File: src/rtl/fifo_pkg.sv
// rtl/fifo_pkg.sv - shared types and helpers for the FIFO library
package fifo_pkg;

    typedef enum logic [1:0] {
        BR_IDLE,
        BR_BURST,
        BR_DRAIN
    } burstState_e;

    function automatic int fill_bits(input int depth);
        return $clog2(depth + 1);
    endfunction

endpackage

File: src/rtl/fifo_connect.sv
// rtl/fifo_connect.sv - FIFO link bundle: write side, read side and fill status
interface fifoConnect
    import fifo_pkg::*;
#(
    parameter int WIDTH = 32,
    parameter int DEPTH = 32
) ();

    localparam int FILLBITS = fill_bits(DEPTH);

    typedef struct packed {
        logic                valid;
        logic [FILLBITS-1:0] fillLevel;
    } fill_status_t;

    logic             write;
    logic [WIDTH-1:0] datain;
    logic             read;
    logic [WIDTH-1:0] dataout;
    fill_status_t     fillStatus;

    modport reader (
        output read,
        output write,
        output datain,
        input  dataout,
        input  fillStatus
    );

endinterface

File: src/rtl/stream_skid2.sv
// rtl/stream_skid2.sv - two-entry in-order stream buffer with occupancy output
module stream_skid2 #(
    parameter int WIDTH = 32
) (
    input  logic             clk,
    input  logic             reset,
    input  logic             in_valid,
    input  logic [WIDTH-1:0] in_data,
    input  logic             in_last,
    output logic             out_valid,
    output logic [WIDTH-1:0] out_data,
    output logic             out_last,
    input  logic             out_ready,
    output logic [1:0]       occ
);

    typedef struct packed {
        logic [WIDTH-1:0] data;
        logic             last;
    } word_t;

    word_t      ent0_q, ent0_d, ent1_q, ent1_d;
    logic [1:0] occ_q, occ_d;
    logic       pop, push;
    word_t      in_word;

    assign in_word = '{data: in_data, last: in_last};
    assign pop     = (occ_q != 2'd0) && out_ready;
    // A push into a full buffer is only honoured when the head leaves in the same cycle
    assign push    = in_valid && ((occ_q != 2'd2) || pop);

    always_comb begin
        ent0_d = ent0_q;
        ent1_d = ent1_q;
        occ_d  = occ_q;
        unique case ({push, pop})
            2'b10: begin
                if (occ_q == 2'd0) ent0_d = in_word;
                else               ent1_d = in_word;
                occ_d = occ_q + 2'd1;
            end
            2'b01: begin
                ent0_d = ent1_q;
                occ_d  = occ_q - 2'd1;
            end
            2'b11: begin
                if (occ_q == 2'd1) begin
                    ent0_d = in_word;
                end else begin
                    ent0_d = ent1_q;
                    ent1_d = in_word;
                end
            end
            default: ;
        endcase
    end

    always_ff @(posedge clk) begin
        if (reset) begin
            ent0_q <= '0;
            ent1_q <= '0;
            occ_q  <= 2'd0;
        end else begin
            ent0_q <= ent0_d;
            ent1_q <= ent1_d;
            occ_q  <= occ_d;
        end
    end

    assign out_valid = (occ_q != 2'd0);
    assign out_data  = ent0_q.data;
    assign out_last  = ent0_q.last;
    assign occ       = occ_q;

endmodule

File: src/rtl/fifo_burst_reader.sv
// rtl/fifo_burst_reader.sv - waits for a full or flushed burst, pops it and streams it out
module fifo_burst_reader
    import fifo_pkg::*;
#(
    parameter int  WIDTH     = 32,
    parameter int  DEPTH     = 32,
    parameter int  BURST_LEN = 8,
    localparam int FILLBITS  = fill_bits(DEPTH)
) (
    input  logic                clk,
    input  logic                reset,
    fifoConnect.reader          link,
    input  logic                flush,
    output logic [WIDTH-1:0]    m_data,
    output logic                m_valid,
    output logic                m_last,
    input  logic                m_ready,
    output logic                busy,
    output logic [FILLBITS-1:0] burst_len_cur
);

    localparam logic [FILLBITS-1:0] BURST_LEN_F = FILLBITS'(BURST_LEN);
    localparam logic [FILLBITS-1:0] ONE_F       = FILLBITS'(1);

    burstState_e         state_q, state_d;
    logic [FILLBITS-1:0] len_q, len_d;
    logic [FILLBITS-1:0] rem_q, rem_d;
    logic                pop;
    logic [1:0]          skid_occ;
    logic [FILLBITS-1:0] fill;
    logic                fvalid;

    assign fill   = link.fillStatus.fillLevel;
    assign fvalid = link.fillStatus.valid;

    always_comb begin
        state_d = state_q;
        len_d   = len_q;
        rem_d   = rem_q;
        pop     = 1'b0;
        unique case (state_q)
            BR_IDLE: begin
                if (fill >= BURST_LEN_F) begin
                    len_d   = BURST_LEN_F;
                    rem_d   = BURST_LEN_F;
                    state_d = BR_BURST;
                end else if (flush && fvalid) begin
                    len_d   = fill;
                    rem_d   = fill;
                    state_d = BR_BURST;
                end
            end
            BR_BURST: begin
                // An underrunning FIFO simply stalls here until more data shows up
                pop = fvalid && (rem_q != '0) &&
                      ((skid_occ != 2'd2) || (m_valid && m_ready));
                if (pop) begin
                    rem_d = rem_q - ONE_F;
                    if (rem_q == ONE_F) state_d = BR_DRAIN;
                end
            end
            BR_DRAIN: begin
                if (m_valid && m_ready && m_last) begin
                    state_d = BR_IDLE;
                    len_d   = '0;
                end
            end
            default: state_d = BR_IDLE;
        endcase
    end

    always_ff @(posedge clk) begin
        if (reset) begin
            state_q <= BR_IDLE;
            len_q   <= '0;
            rem_q   <= '0;
        end else begin
            state_q <= state_d;
            len_q   <= len_d;
            rem_q   <= rem_d;
        end
    end

    stream_skid2 #(
        .WIDTH(WIDTH)
    ) u_skid (
        .clk      (clk),
        .reset    (reset),
        .in_valid (pop),
        .in_data  (link.dataout),
        .in_last  (rem_q == ONE_F),
        .out_valid(m_valid),
        .out_data (m_data),
        .out_last (m_last),
        .out_ready(m_ready),
        .occ      (skid_occ)
    );

    assign link.read     = pop;
    assign link.write    = 1'b0;
    assign link.datain   = '0;
    assign busy          = (state_q != BR_IDLE);
    assign burst_len_cur = len_q;

endmodule
File: src/flat_wrapper.sv
// flat-port wrapper written by rule: the top's interface ports become plain ports
module fifo_burst_reader_flat import fifo_pkg::*;
#(
    parameter int  WIDTH     = 32,
    parameter int  DEPTH     = 32,
    parameter int  BURST_LEN = 8,
    localparam int FILLBITS  = fill_bits(DEPTH)
)
  (clk, reset, flush, m_data, m_valid, m_last, m_ready, busy, burst_len_cur, link_read, link_write, link_datain, link_dataout, link_fillStatus);
  fifoConnect #(.WIDTH(WIDTH), .DEPTH(DEPTH)) link_i ();
  input  logic clk;
  input  logic reset;
  input  logic flush;
  output logic [WIDTH-1:0] m_data;
  output logic m_valid;
  output logic m_last;
  input  logic m_ready;
  output logic busy;
  output logic [FILLBITS-1:0] burst_len_cur;
  output wire logic [$bits(link_i.read)-1:0] link_read;
  output wire logic [$bits(link_i.write)-1:0] link_write;
  output wire logic [$bits(link_i.datain)-1:0] link_datain;
  input wire logic [$bits(link_i.dataout)-1:0] link_dataout;
  input wire logic [$bits(link_i.fillStatus)-1:0] link_fillStatus;
  assign link_read = link_i.read;
  assign link_write = link_i.write;
  assign link_datain = link_i.datain;
  assign link_i.dataout = link_dataout;
  assign link_i.fillStatus = link_fillStatus;
  fifo_burst_reader #(.WIDTH(WIDTH), .DEPTH(DEPTH), .BURST_LEN(BURST_LEN)) u_core (.clk(clk), .reset(reset), .link(link_i), .flush(flush), .m_data(m_data), .m_valid(m_valid), .m_last(m_last), .m_ready(m_ready), .busy(busy), .burst_len_cur(burst_len_cur));
endmodule
File: config.mk
export PLATFORM = sky130hd
export DESIGN_NAME = fifo_burst_reader_flat
export DESIGN_NICKNAME = d
export VERILOG_FILES = /design/src/rtl/fifo_pkg.sv /design/src/rtl/fifo_connect.sv /design/src/rtl/stream_skid2.sv /design/src/rtl/fifo_burst_reader.sv /design/src/flat_wrapper.sv
export SDC_FILE = /design/constraint.sdc
export NUM_CORES = 1
export LEC_CHECK = 0
export CAP_MARGIN = 20
export CORE_ASPECT_RATIO = 1.2
export CORE_UTILIZATION = 50
export CTS_BUF_LIST = sky130_fd_sc_hd__clkbuf_4 sky130_fd_sc_hd__clkbuf_8
export DETAILED_ROUTE_END_ITERATION = 7
export PLACE_DENSITY = 0.85
export SLEW_MARGIN = 40
export SYNTH_ARGS = -nofsm -noshare
export SYNTH_HDL_FRONTEND = slang
export SYNTH_SLANG_ARGS = --single-unit
File: constraint.sdc
create_clock -name clk -period 5 [get_ports clk]
set_clock_uncertainty 0.15 [all_clocks]
set_input_delay 0.75 -clock clk [delete_from_list [all_inputs] [get_ports clk]]
set_output_delay 0.75 -clock clk [all_outputs]
set_load 0.03 [all_outputs]
==> out/metrics.sh, run 1 <==
OUTCOME='complete, no violations'
PERIOD_MINUS_WS_FINAL_PS=3691
GRT_FIRST_PASS_WIRELENGTH_MM=13.21
ANTENNA_FOUND_INITIAL=0
MAXSLEWVIOLCOUNT=0
START_UTIL=0.5128
SETUP.WORST_PATH.END_CLASS='flop'
COREAREA_MM2=0.007232
GP_ROUTABILITY_CONGESTION=0.8168
HOLDBUFCOUNTCTS=0
DRT-PASS1-ITER-COUNT=4
POST-ROUTE-CELL-AREA_MM2=0.004652
POSTCTSRESIZEDCELLS=0
RSZ0062_AT_GRT='false'
SETUP_TOTAL_NEGATIVE_SLACK_PS=0
DRT-TOTAL-WL_MM=8.300
CLOCK_LATENCY_PS=340
REPORT.POWER.TOTAL_W=0.002656
POSTSYNTHREGISTERBITS=82
PORT_BUFFER_CELLS=84
MOSTFREQUENTLAYOUTCELL='sky130_fd_sc_hd__clkdlybuf4s50_1'
DETAILEDPLACE.WORSTSLACK_PS=972.8
MAXCLOCKFREQUENCY_MHz=271.0
MAX-CAP-VIOLATIONS=0
FIN_NETS=565
ANTENNA_CELLS_INSERTED=0
POSTPLACECELLAREA_MM2=0.004438
GLOBAL_ROUTE.PEAK_USAGE_LAYER='met2'
POST-CTS-SETUP-BUFFERS=0
CRITICALPATHCATEGORY='input pin to flop'
NUM_VIAS=3254
AREA_GROWTH_PCT=25.44
MAX-CLOCK-PATH-BUFFERS=2
GRT_USE_TOTAL=0.2187
SYNTHCELLS=446
LAYOUT_COMMON_CELLS='sky130_fd_sc_hd__clkdlybuf4s50_1, sky130_fd_sc_hd__dfxtp_1, sky130_fd_sc_hd__nand2_1'
CLOCK-ROOT-BUFFER='sky130_fd_sc_hd__clkbuf_8'
DR.FIRST_ITER.DRC_COUNT=257
POWER_LEAKAGE_nW=1.708
WORST_SLACK_PS=1309
GROUTE.LAYER.MET2.USAGE=0.3785
CLK_PIN_SLEW_WORST_PATHS_PS=80
GLOBAL_ROUTE.USAGE.MET3=0.05782
TIMING.CRITICAL_PATH.FROM_TYPE='input pin'
POST-ROUTE-DRC-COUNT=0
TIMING.CRITICAL_PATH.FANOUT_MAX=19
DIE_AR_MM2=0.007767
CRIT_REQUIRED_PS=5100
TIMING.HOLD.WORST.CLASS='flop to flop'
POWER.DENSITY_CELL_AREA_mW_PER_MM2=570.9
DETAIL-ROUTE-ANTENNA-NETS=0
TIGHTEST_SLEW_PS=826.6
SYNTH.DISTINCT_CELLS=40
SETUP_FAILING_EPS_FINAL=0
NUMBER_OF_LEVELS_THE_H_TREE_WAS_SPLIT_INTO=3
AVGSYNTHCELLAREA_UM2=8.315
CTS_INSERTED_BUFFERS=9
IR_DROP_V=0.0002888
CP.ARRIVAL_PS=3790
FINALHOLDVIOLCOUNT=0
POST-DP-HPWL_MM=5.586
CLOCK_SINKS=82
FIRST_GLOBAL_VIAS=2907
VIASPERCELL=5.343
WL_PER_CELL_UM=13.63
IOS=118
YOSYSSEQAREASHARE=0.4426
MAXSLEWHEADROOM=0.4489
YOSYSWARNINGCOUNT=0
LARGEST_NET_DEGREE_AT_THE_START_OF_GLOBAL_ROUTING=82
TIMING.FINAL.CRIT_SHARE=0.7381
SHARE_OF_CELLS_ABOVE_DRIVE_STRENGTH_1=0.05780
DIE_WIDTH_UM=80.62
SYN-CELL-AREA_MM2=0.003709
DIE_H_UM=96.34
M1_GR_USAGE=0.2569
GRT_OVERFLOW=0
TRITONCTS='yes'
PLACEMENT_ROWS=34
==> worst max-delay path, cell delays in order <==
cell and delay [ps]:
sky130_fd_sc_hd__clkdlybuf4s50_1 450, sky130_fd_sc_hd__nand2b_1 190, sky130_fd_sc_hd__a221oi_2 410, sky130_fd_sc_hd__nor2b_1 320
sky130_fd_sc_hd__ha_1 310, sky130_fd_sc_hd__a21oi_1 110, sky130_fd_sc_hd__nor2_2 550, sky130_fd_sc_hd__buf_4 360
sky130_fd_sc_hd__a22oi_1 120, sky130_fd_sc_hd__a211oi_1 230
==> cells by family after synthesis <==
family | Yosys count | share of synthesized area
adders and majority gates | 8 | 0.02699
other | 1 | 0.001011
muxes | 1 | 0.002699
AOI/OAI and AO/OA | 133 | 0.2456
buffers and inverters | 76 | 0.1167
and+or+nand+nor | 143 | 0.1596
DFF | 82 | 0.4426
xor gates and xnor gates | 2 | 0.004724
==> state kept, by name, indices dropped and copies added (netlist names) <==
register	cells
u_core.u_skid.out_last	1
u_core.rem_q	6
u_core.u_skid.out_data	32
u_core.u_skid.ent1_q	33
u_core.u_skid.occ	2
u_core.burst_len_cur	6
u_core.state_q	2
==> power by group <==
part	total, W	switching, W	leakage [nW]	internal [W]
registers	0.000931	0.000103	0.671	0.000828
clock network	0.000499	0.000228	0.112	0.000271
logic	0.00123	0.000753	0.924	0.000473
total	0.00266	0.00108	1.71	0.00157
==> layout make-up <==
class	instances	area, µm²
inverters	13	48.80
flip-flops and latches	82	1642
well taps	90	112.6
repair buffers	88	865.8
multi-input cells	320	1769
clock buffers	12	165.2
fillers	633	2580
clock inverters	4	48.80
==> cell usage after synthesis <==
library cell	instances	area, µm²
sky130_fd_sc_hd__nor3_1	2	10.01
sky130_fd_sc_hd__o21bai_1	2	15.01
sky130_fd_sc_hd__buf_1	1	3.750
sky130_fd_sc_hd__o21ai_1	1	5.000
sky130_fd_sc_hd__a211oi_2	1	12.51
sky130_fd_sc_hd__o32ai_1	1	8.760
sky130_fd_sc_hd__conb_1	1	3.750
sky130_fd_sc_hd__a311oi_1	3	26.28
sky130_fd_sc_hd__a31oi_1	1	6.260
sky130_fd_sc_hd__or2_2	1	6.260
sky130_fd_sc_hd__nand3_1	4	20.02
sky130_fd_sc_hd__nand2b_1	3	18.77
sky130_fd_sc_hd__nand2_1	80	300.3
sky130_fd_sc_hd__a21oi_1	40	200.2
sky130_fd_sc_hd__dfxtp_1	82	1642
sky130_fd_sc_hd__nor4b_1	1	8.760
sky130_fd_sc_hd__a2111o_1	2	22.52
sky130_fd_sc_hd__a221oi_2	1	15.01
sky130_fd_sc_hd__ha_1	8	100.1
sky130_fd_sc_hd__o2111ai_1	1	8.760
sky130_fd_sc_hd__clkbuf_2	1	5.000
sky130_fd_sc_hd__and2_1	1	6.260
sky130_fd_sc_hd__nor2b_1	3	18.77
sky130_fd_sc_hd__nor3b_1	3	22.52
sky130_fd_sc_hd__mux2i_1	1	10.01
sky130_fd_sc_hd__nor4_2	1	12.51
sky130_fd_sc_hd__xor2_1	2	17.52
sky130_fd_sc_hd__buf_2	6	30.03
sky130_fd_sc_hd__clkbuf_1	20	75.07
sky130_fd_sc_hd__inv_1	13	48.80
sky130_fd_sc_hd__a211oi_1	36	270.3
sky130_fd_sc_hd__buf_4	33	247.7
sky130_fd_sc_hd__o211ai_1	1	7.510
sky130_fd_sc_hd__a22oi_1	36	270.3
sky130_fd_sc_hd__o21ai_0	5	25.02
sky130_fd_sc_hd__o21a_1	1	7.510
sky130_fd_sc_hd__buf_6	2	22.52
sky130_fd_sc_hd__nor2_1	43	161.4
sky130_fd_sc_hd__nor4_1	1	6.260
sky130_fd_sc_hd__o21ba_2	1	10.01
==> through the flow <==
stage / utilization / hold slack [ps] / instances
5_1_grt: 0.6433 / 325.5 / 609
3_5_place_dp: 0.6137 / 297.3 / 593
6_report: 0.6433 / 306.3 / 609
2_1_floorplan: - / 286.0 / 478
4_1_cts: 0.6433 / 307.9 / 609
3_3_place_gp: 0.6128 / 290.9 / 593
==> final timing paths <==
check / from / end / slack (ps) / cells past startpoint
setup / recovery: m_ready / u_core.u_skid.out_last / 1310 / 10
hold / removal: u_core.u_skid.ent1_q[15] / u_core.u_skid.ent1_q[15] / 310 / 2
setup reg to reg: u_core.u_skid.occ[0] / u_core.u_skid.out_last / 1340 / 11
hold reg to reg: u_core.u_skid.ent1_q[15] / u_core.u_skid.ent1_q[15] / 310 / 2
==> layer usage <==
metal	vias to the layer above	share of wire
li1	1630	-
met1	1504	0.40
met2	107	0.52
met3	13	0.061
met4	0	0.016
met5	-	0
No activity file was read; power rests on OpenSTA's default activity.
==> inputs of run 2 (changes only) <==
Settings changed: CORE_UTILIZATION 50 to 43, PLACE_DENSITY 0.85 to 0.78.
Clock period 5 ns to 3 ns, I/O delays scaled along.
==> run 2 against run 1 <==
  * Register-to-register slack got worse by 1100 ps
  * Power rose by 73%
  * First-iteration DRC count fell by 50%
  * Wire length fell by 3.1%
  * Highest routed layer unchanged
  * Count of clock-buffer cells in the layout fell by 2
  * Critical path depth rose by 1
  * Die area rose by 16%
==> out/metrics.sh, run 2 (synthesis gave the netlist of run 1 again) <==
OUTCOME='complete, no violations'
DRT-PASS1-ITER-COUNT=5  # +1
LARGEST_REGISTER_FF_COUNT=33  # unchanged
POWER.DENSITY_CELL_AREA_mW_PER_MM2=955.0  # +67%
GRT_USE_TOTAL=0.1866  # -0.03209
HOLDBUFCOUNTCTS=0  # unchanged
CP.ARRIVAL_PS=2890  # -900 ps
SHARE_OF_CELLS_ABOVE_DRIVE_STRENGTH_1=0.07211  # +0.01430
VIASPERCELL=5.028  # -5.9%
CELL_INTERNAL_PWR_W=0.002753  # +75%
PERIOD_MINUS_WS_FINAL_PS=2783
MAXSLEWVIOLCOUNT=0  # unchanged
POST-CTS-SETUP-BUFFERS=0  # unchanged
TIGHTEST_SLEW_PS=638.7  # -187.9 ps
TIMING.HOLD.WORST.CLASS='flop to flop'
CRITICAL-PATH-TOP-DELAY-FAMILY='compound AO/OA/AOI/OAI gates'
DR.FIRST_ITER.DRC_COUNT=129  # -50%
CTS_INSERTED_BUFFERS=9  # unchanged
GRT_OVERFLOW=0  # unchanged
POST-ROUTE-DRC-COUNT=0  # unchanged
COREAREA_MM2=0.008243  # +14%
TIMING.CRITICAL_PATH.FROM_TYPE='flop'
FIN_NETS=573  # +1.4%
SWITCHING_SHARE=0.4018  # -0.006332
SLOWEST_DELAY_PS=380  # -170 ps
POST-DP-HPWL_MM=5.691  # +1.9%
TRITONCTS='yes'
FINALHOLDVIOLCOUNT=0  # unchanged
PLACEDCELLCOUNT=625  # +5.4%
LAYOUT_COMMON_CELLS='sky130_fd_sc_hd__clkdlybuf4s50_1, sky130_fd_sc_hd__dfxtp_1, sky130_fd_sc_hd__nand2_1'
IOS=118  # unchanged
DIE_AR_MM2=0.009001  # +16%
ANTENNA_FOUND_INITIAL=0  # unchanged
SETUP.WORST_PATH.END_CLASS='flop'
NUM_VIAS=3223  # -0.95%
CLOCK_LATENCY_PS=350  # about the same
WORSTPATHCELLLIST='inv_1 -> ha_1 -> nand2b_1 -> a221oi_2 -> nor2b_2 -> ha_1 -> a21oi_1 -> nor2_2 -> buf_12 -> a22oi_1 -> a211oi_1'
AREA_GROWTH_PCT=29.96
MAXSLEWHEADROOM=0.5742  # +0.1253
IR_DROP_V=0.0005333  # +85%
SWITCHINGPOWER_W=0.001849  # +71%
MAX-CAP-VIOLATIONS=0  # unchanged
STDCELL_COUNT=641  # +5.3%
PWR-SHARE-SEQ=0.336  # -0.015
LARGEST_NET_DEGREE_AT_THE_START_OF_GLOBAL_ROUTING=50  # -39%
CRIT_REQUIRED_PS=3100  # -2000 ps
TIMING.CRITICAL_PATH.FANOUT_MAX=33  # +14
ANTENNA_CELLS_INSERTED=0  # unchanged
CRITICALPATHCATEGORY='flop to flop'
POWER_LEAKAGE_nW=1.775  # +4.0%
START_UTIL=0.4499  # -0.06289
DIE_H_UM=103.7  # +7.7%
FIRST_GLOBAL_VIAS=2939  # +1.1%
HOLD-WORST-SLACK_PS=304.8  # -1.503 ps
CLK_PIN_SLEW_WORST_PATHS_PS=90  # about the same
CLOCK_SINKS=82  # unchanged
SETUP_FAILING_EPS_FINAL=0  # unchanged
WL_PER_CELL_UM=12.55  # -7.9%
PORTION_OF_TOTAL_POWER_ATTRIBUTED_TO_COMBINATIONAL_LOGIC=0.465  # +0.003
CRITPATHSLOWESTCELL='sky130_fd_sc_hd__dfxtp_1'
NUMBER_OF_LEVELS_THE_H_TREE_WAS_SPLIT_INTO=3  # unchanged
SETUP_TOTAL_NEGATIVE_SLACK_PS=0  # unchanged
POWER.CLOCK.FRACTION=0.200  # +0.012
DETAIL-ROUTE-ANTENNA-NETS=0  # unchanged
TIMING.CRITICAL_PATH.MODE_CELL='sky130_fd_sc_hd__ha_1'
CLOCK-ROOT-BUFFER='sky130_fd_sc_hd__clkbuf_8'
PLACEMENT_ROWS=36  # +5.9%
WORST-PATH-BUF-INV=2  # unchanged
TIMING.FINAL.CRIT_SHARE=0.9276
DRT-TOTAL-WL_MM=8.045  # -3.1%
MAXCLOCKFREQUENCY_MHz=359.3
GP_ROUTABILITY_CONGESTION=0.8278  # +1.3%
MAX_FLOP_REGISTER='u_core.u_skid.ent1_q'
DIE_WIDTH_UM=86.78  # +7.6%
GRT_FIRST_PASS_WIRELENGTH_MM=13.42  # +1.6%
MAX-CLOCK-PATH-BUFFERS=2  # unchanged
PORT_BUFFER_CELLS=84  # unchanged
RSZ0062_AT_GRT='false'
==> run 2: stage by stage <==
step                      instance area (µm²)  power (W)    util  setup WS, ps
after floorplan                          3829   0.003003       -         178.9
after global placement                   4584   0.003663  0.5562         197.7
after detailed placement                 4584   0.003721  0.5562         12.50
after CTS                                4817   0.004642  0.5844         172.3
after global routing                     4820   0.004894  0.5847         22.95
final                                    4820   0.004603  0.5847         217.1
==> run 2: final timing paths <==
check	startpoint	cells past startpoint	slack, ps	endpoint
hold reg to reg	u_core.u_skid.ent1_q[29]	2	300	u_core.u_skid.ent1_q[29]
setup reg to reg	u_core.u_skid.occ[0]	11	220	u_core.u_skid.out_data[20]
setup / recovery	u_core.u_skid.occ[0]	11	220	u_core.u_skid.out_data[20]
hold / removal	u_core.u_skid.ent1_q[29]	2	300	u_core.u_skid.ent1_q[29]
==> run 2: worst reg2reg max path, stage by stage (launching register included) <==
cell                       delay [ps]
sky130_fd_sc_hd__dfxtp_1          380
sky130_fd_sc_hd__inv_1             80
sky130_fd_sc_hd__ha_1             210
sky130_fd_sc_hd__nand2b_1         180
sky130_fd_sc_hd__a221oi_2         310
sky130_fd_sc_hd__nor2b_2          270
sky130_fd_sc_hd__ha_1             280
sky130_fd_sc_hd__a21oi_1          110
sky130_fd_sc_hd__nor2_2           130
sky130_fd_sc_hd__buf_12           200
sky130_fd_sc_hd__a22oi_1          100
sky130_fd_sc_hd__a211oi_1         270
==> run 2: area by class of cell <==
type / instances / area [µm²]
well taps: 114 / 142.6
multi-input cells: 320 / 1765
flip-flops and latches: 82 / 1642
repair buffers: 96 / 987.2
fillers: 754 / 3423
clock inverters: 6 / 96.34
clock buffers: 10 / 137.6
inverters: 13 / 48.80
==> run 2: power groups by stage <==
| stage | clock network (W) | logic, W | registers [W] |
|---|---|---|---|
| CTS | 0.000942 | 0.00215 | 0.00155 |
| detailed placement | 0 | 0.00215 | 0.00157 |
| global placement | 0 | 0.00210 | 0.00156 |
| global route | 0.000982 | 0.00233 | 0.00158 |
| floorplan | 0 | 0.00108 | 0.00192 |
| finish | 0.000919 | 0.00214 | 0.00155 |
==> run 2: per-layer routing <==
metal	wire [µm]	share of wire	GRT usage	vias up
met5	0	0	0	-
met4	193	0.024	0.09405	0
met3	365	0.045	0.03187	13
met2	4084	0.51	0.3118	90
met1	3402	0.42	0.2275	1481
li1	-	-	-	1639
==> run 2: what timing repair did <==
action | 4_1_cts | 5_1_grt
pin swaps | 0 | 0
endpoints found under the setup margin | 1 | 29
endpoints found under the hold margin | 0 | 0
gates resized for setup | 1 | 1
==> inputs of run 3 (changes only) <==
Settings changed: SKIP_CTS_REPAIR_TIMING set to 1, SKIP_LAST_GASP set to 1.
==> run 3 against run 2 <==
  * Wire length grew 0.19%
  * Global-route usage is the same
  * Flip-flop and latch count is the same
  * Die area is the same
  * Largest power group unchanged
  * Highest routed layer unchanged
  * Maximum frequency is essentially flat
  * Worst hold slack is essentially flat
  * Non-clock buffer count is the same
==> out/metrics.sh, run 3 (synthesis gave the netlist of run 1 again) <==
TIMING.CRITICAL_PATH.MODE_CELL='sky130_fd_sc_hd__ha_1'
DRT-PASS1-ITER-COUNT=5  # unchanged
MAX-CAP-VIOLATIONS=0  # unchanged
FINALHOLDVIOLCOUNT=0  # unchanged
SHARE_OF_CELLS_ABOVE_DRIVE_STRENGTH_1=0.07211  # unchanged
LARGEST_NET_DEGREE_AT_THE_START_OF_GLOBAL_ROUTING=50  # unchanged
PERIOD_MINUS_WS_FINAL_PS=2783  # -0.1700 ps
MAXSLEWHEADROOM=0.5722  # -0.001966
LARGEST_REGISTER_FF_COUNT=33  # unchanged
SETUP_FAILING_EPS_FINAL=0  # unchanged
CLK_PIN_SLEW_WORST_PATHS_PS=90  # about the same
CRIT_REQUIRED_PS=3110  # about the same
FIN_NETS=573  # unchanged
FIRST_GLOBAL_VIAS=2939  # unchanged
MAX_FLOP_REGISTER='u_core.u_skid.ent1_q'
DR.FIRST_ITER.DRC_COUNT=129  # unchanged
POST-DP-HPWL_MM=5.691  # unchanged
SLOWEST_DELAY_PS=380  # about the same
WORST_HOLD_PATH.NUM_CELLS=2  # unchanged
R2R_CELLS=11  # unchanged
SETUP.WORST_PATH.END_CLASS='flop'
WORSTPATHCELLLIST='inv_1 -> ha_1 -> nand2b_1 -> a221oi_2 -> nor2b_2 -> ha_1 -> a21oi_1 -> nor2_2 -> buf_12 -> a22oi_1 -> a211oi_1'
DIE_WIDTH_UM=86.78  # unchanged
START_UTIL=0.4499  # unchanged
TIGHTEST_SLEW_PS=641.6  # +2.949 ps
CP_NUM_CELLS=11  # unchanged
PLACEMENT_ROWS=36  # unchanged
DIE_H_UM=103.7  # unchanged
MAXSLEWVIOLCOUNT=0  # unchanged
DIE_AR_MM2=0.009001  # unchanged
ANTENNA_CELLS_INSERTED=0  # unchanged
GRT_FIRST_PASS_WIRELENGTH_MM=13.42  # unchanged
MAXCLOCKFREQUENCY_MHz=359.4  # about the same
DRT-TOTAL-WL_MM=8.060  # +0.19%
STDCELL_COUNT=641  # unchanged
COREAREA_MM2=0.008243  # unchanged
REPORT.POWER.TOTAL_W=0.004606  # about the same
PLACEDCELLCOUNT=625  # unchanged
CTS_INSERTED_BUFFERS=9  # unchanged
POWER_LEAKAGE_nW=1.788  # +0.69%
CRITPATHSLOWESTCELL='sky130_fd_sc_hd__dfxtp_1'
POST-ROUTE-DRC-COUNT=0  # unchanged
TIMING.CRITICAL_PATH.FANOUT_MAX=33  # unchanged
PORT_BUFFER_CELLS=84  # unchanged
CLOCK-ROOT-BUFFER='sky130_fd_sc_hd__clkbuf_8'
CRITICAL-PATH-TOP-DELAY-FAMILY='compound AO/OA/AOI/OAI gates'
CLOCK_LATENCY_PS=350  # about the same
WORST-PATH-BUF-INV=2  # unchanged
TRITONCTS='yes'
CLOCK_SINKS=82  # unchanged
TIMING.HOLD.WORST.CLASS='flop to flop'
GRT_USE_TOTAL=0.1866  # unchanged
RSZ0062_AT_GRT='false'
GP_ROUTABILITY_CONGESTION=0.8278  # unchanged
OUTCOME='complete, no violations'
TIMING.FINAL.CRIT_SHARE=0.9276  # about the same
IOS=118  # unchanged
NUM-FILL-CELLS=753  # -0.13%
DETAIL-ROUTE-ANTENNA-NETS=0  # unchanged
MAX-CLOCK-PATH-BUFFERS=2  # unchanged
LAYOUT_COMMON_CELLS='sky130_fd_sc_hd__clkdlybuf4s50_1, sky130_fd_sc_hd__dfxtp_1, sky130_fd_sc_hd__nand2_1'
NUM_VIAS=3231  # +0.25%
POWER.DENSITY_CELL_AREA_mW_PER_MM2=954.8  # about the same
NUMBER_OF_LEVELS_THE_H_TREE_WAS_SPLIT_INTO=3  # unchanged
WL_PER_CELL_UM=12.57  # +0.19%
ANTENNA_FOUND_INITIAL=0  # unchanged
VIASPERCELL=5.041  # +0.25%
AREA_GROWTH_PCT=30.06  # about the same
IR_DROP_V=0.0005337  # about the same
CRITICALPATHCATEGORY='flop to flop'
GRT_OVERFLOW=0  # unchanged
TIMING.CRITICAL_PATH.FROM_TYPE='flop'
CP.ARRIVAL_PS=2890  # about the same
run 3: changes by cell type in the layout (fill, tap and decap cells not counted), sizes merged:
cell / before / now
dlymetal6s2s: 0 / 1
dlygate4sd2: 1 / 0
run 3: power by group:
| group | internal, W | leakage [nW] | switching (W) |
|---|---|---|---|
| registers | 0.00138 | 0.671 | 0.000166 |
| logic | 0.000872 | 1.00 | 0.00127 |
| clock network | 0.000503 | 0.115 | 0.000416 |
run 3: path summary, 6_finish.rpt:
check / start / end / slack (ps)
worst max-delay path: u_core.u_skid.occ[0] / u_core.u_skid.out_data[20] / 220
worst min-delay path: u_core.u_skid.ent1_q[29] / u_core.u_skid.ent1_q[29] / 310
worst max register to register: u_core.u_skid.occ[0] / u_core.u_skid.out_data[20] / 220
worst min register to register: u_core.u_skid.ent1_q[29] / u_core.u_skid.ent1_q[29] / 310
run 3: stage by stage:
| stage | utilization | hold WS (ps) | instance area, µm² | worst slack (ps) | TNS (ps) |
|---|---|---|---|---|---|
| finish | 0.5852 | 305.2 | 4823 | 217.3 | 0 |
| global route | 0.5852 | 318.3 | 4823 | 22.95 | 0 |
| CTS | 0.5845 | 307.0 | 4818 | -39.68 | -39.68 |
| detailed placement | 0.5562 | 296.3 | 4584 | 12.50 | 0 |
| global placement | 0.5562 | 290.8 | 4584 | 197.7 | 0 |
| floorplan | - | 286.0 | 3829 | 178.9 | 0 |
run 3: metal layers:
| layer | routed length, µm | GRT usage |
|---|---|---|
| met4 | 193 | 0.09405 |
| met5 | 0 | 0 |
| met1 | 3424 | 0.2275 |
| met3 | 345 | 0.03187 |
| met2 | 4097 | 0.3118 |
run 3: worst reg2reg max path, delay by kind of cell (launching register included):
kind | cells | cell delay, ps
DFF | 1 | 380
adders and majority gates | 2 | 490
and+or+nand+nor | 3 | 580
AOI/OAI and AO/OA | 4 | 790
buffers and inverters | 2 | 280
run 3: cell type report:
| type | instances | area, µm² | share of cell area |
|---|---|---|---|
| inverters | 13 | 48.80 | 0.01012 |
| clock buffers | 10 | 137.6 | 0.02853 |
| clock inverters | 6 | 96.34 | 0.01997 |
| well taps | 114 | 142.6 | 0.02957 |
| repair buffers | 96 | 991.0 | 0.2054 |
| multi-input cells | 320 | 1765 | 0.3660 |
| flip-flops and latches | 82 | 1642 | 0.3403 |
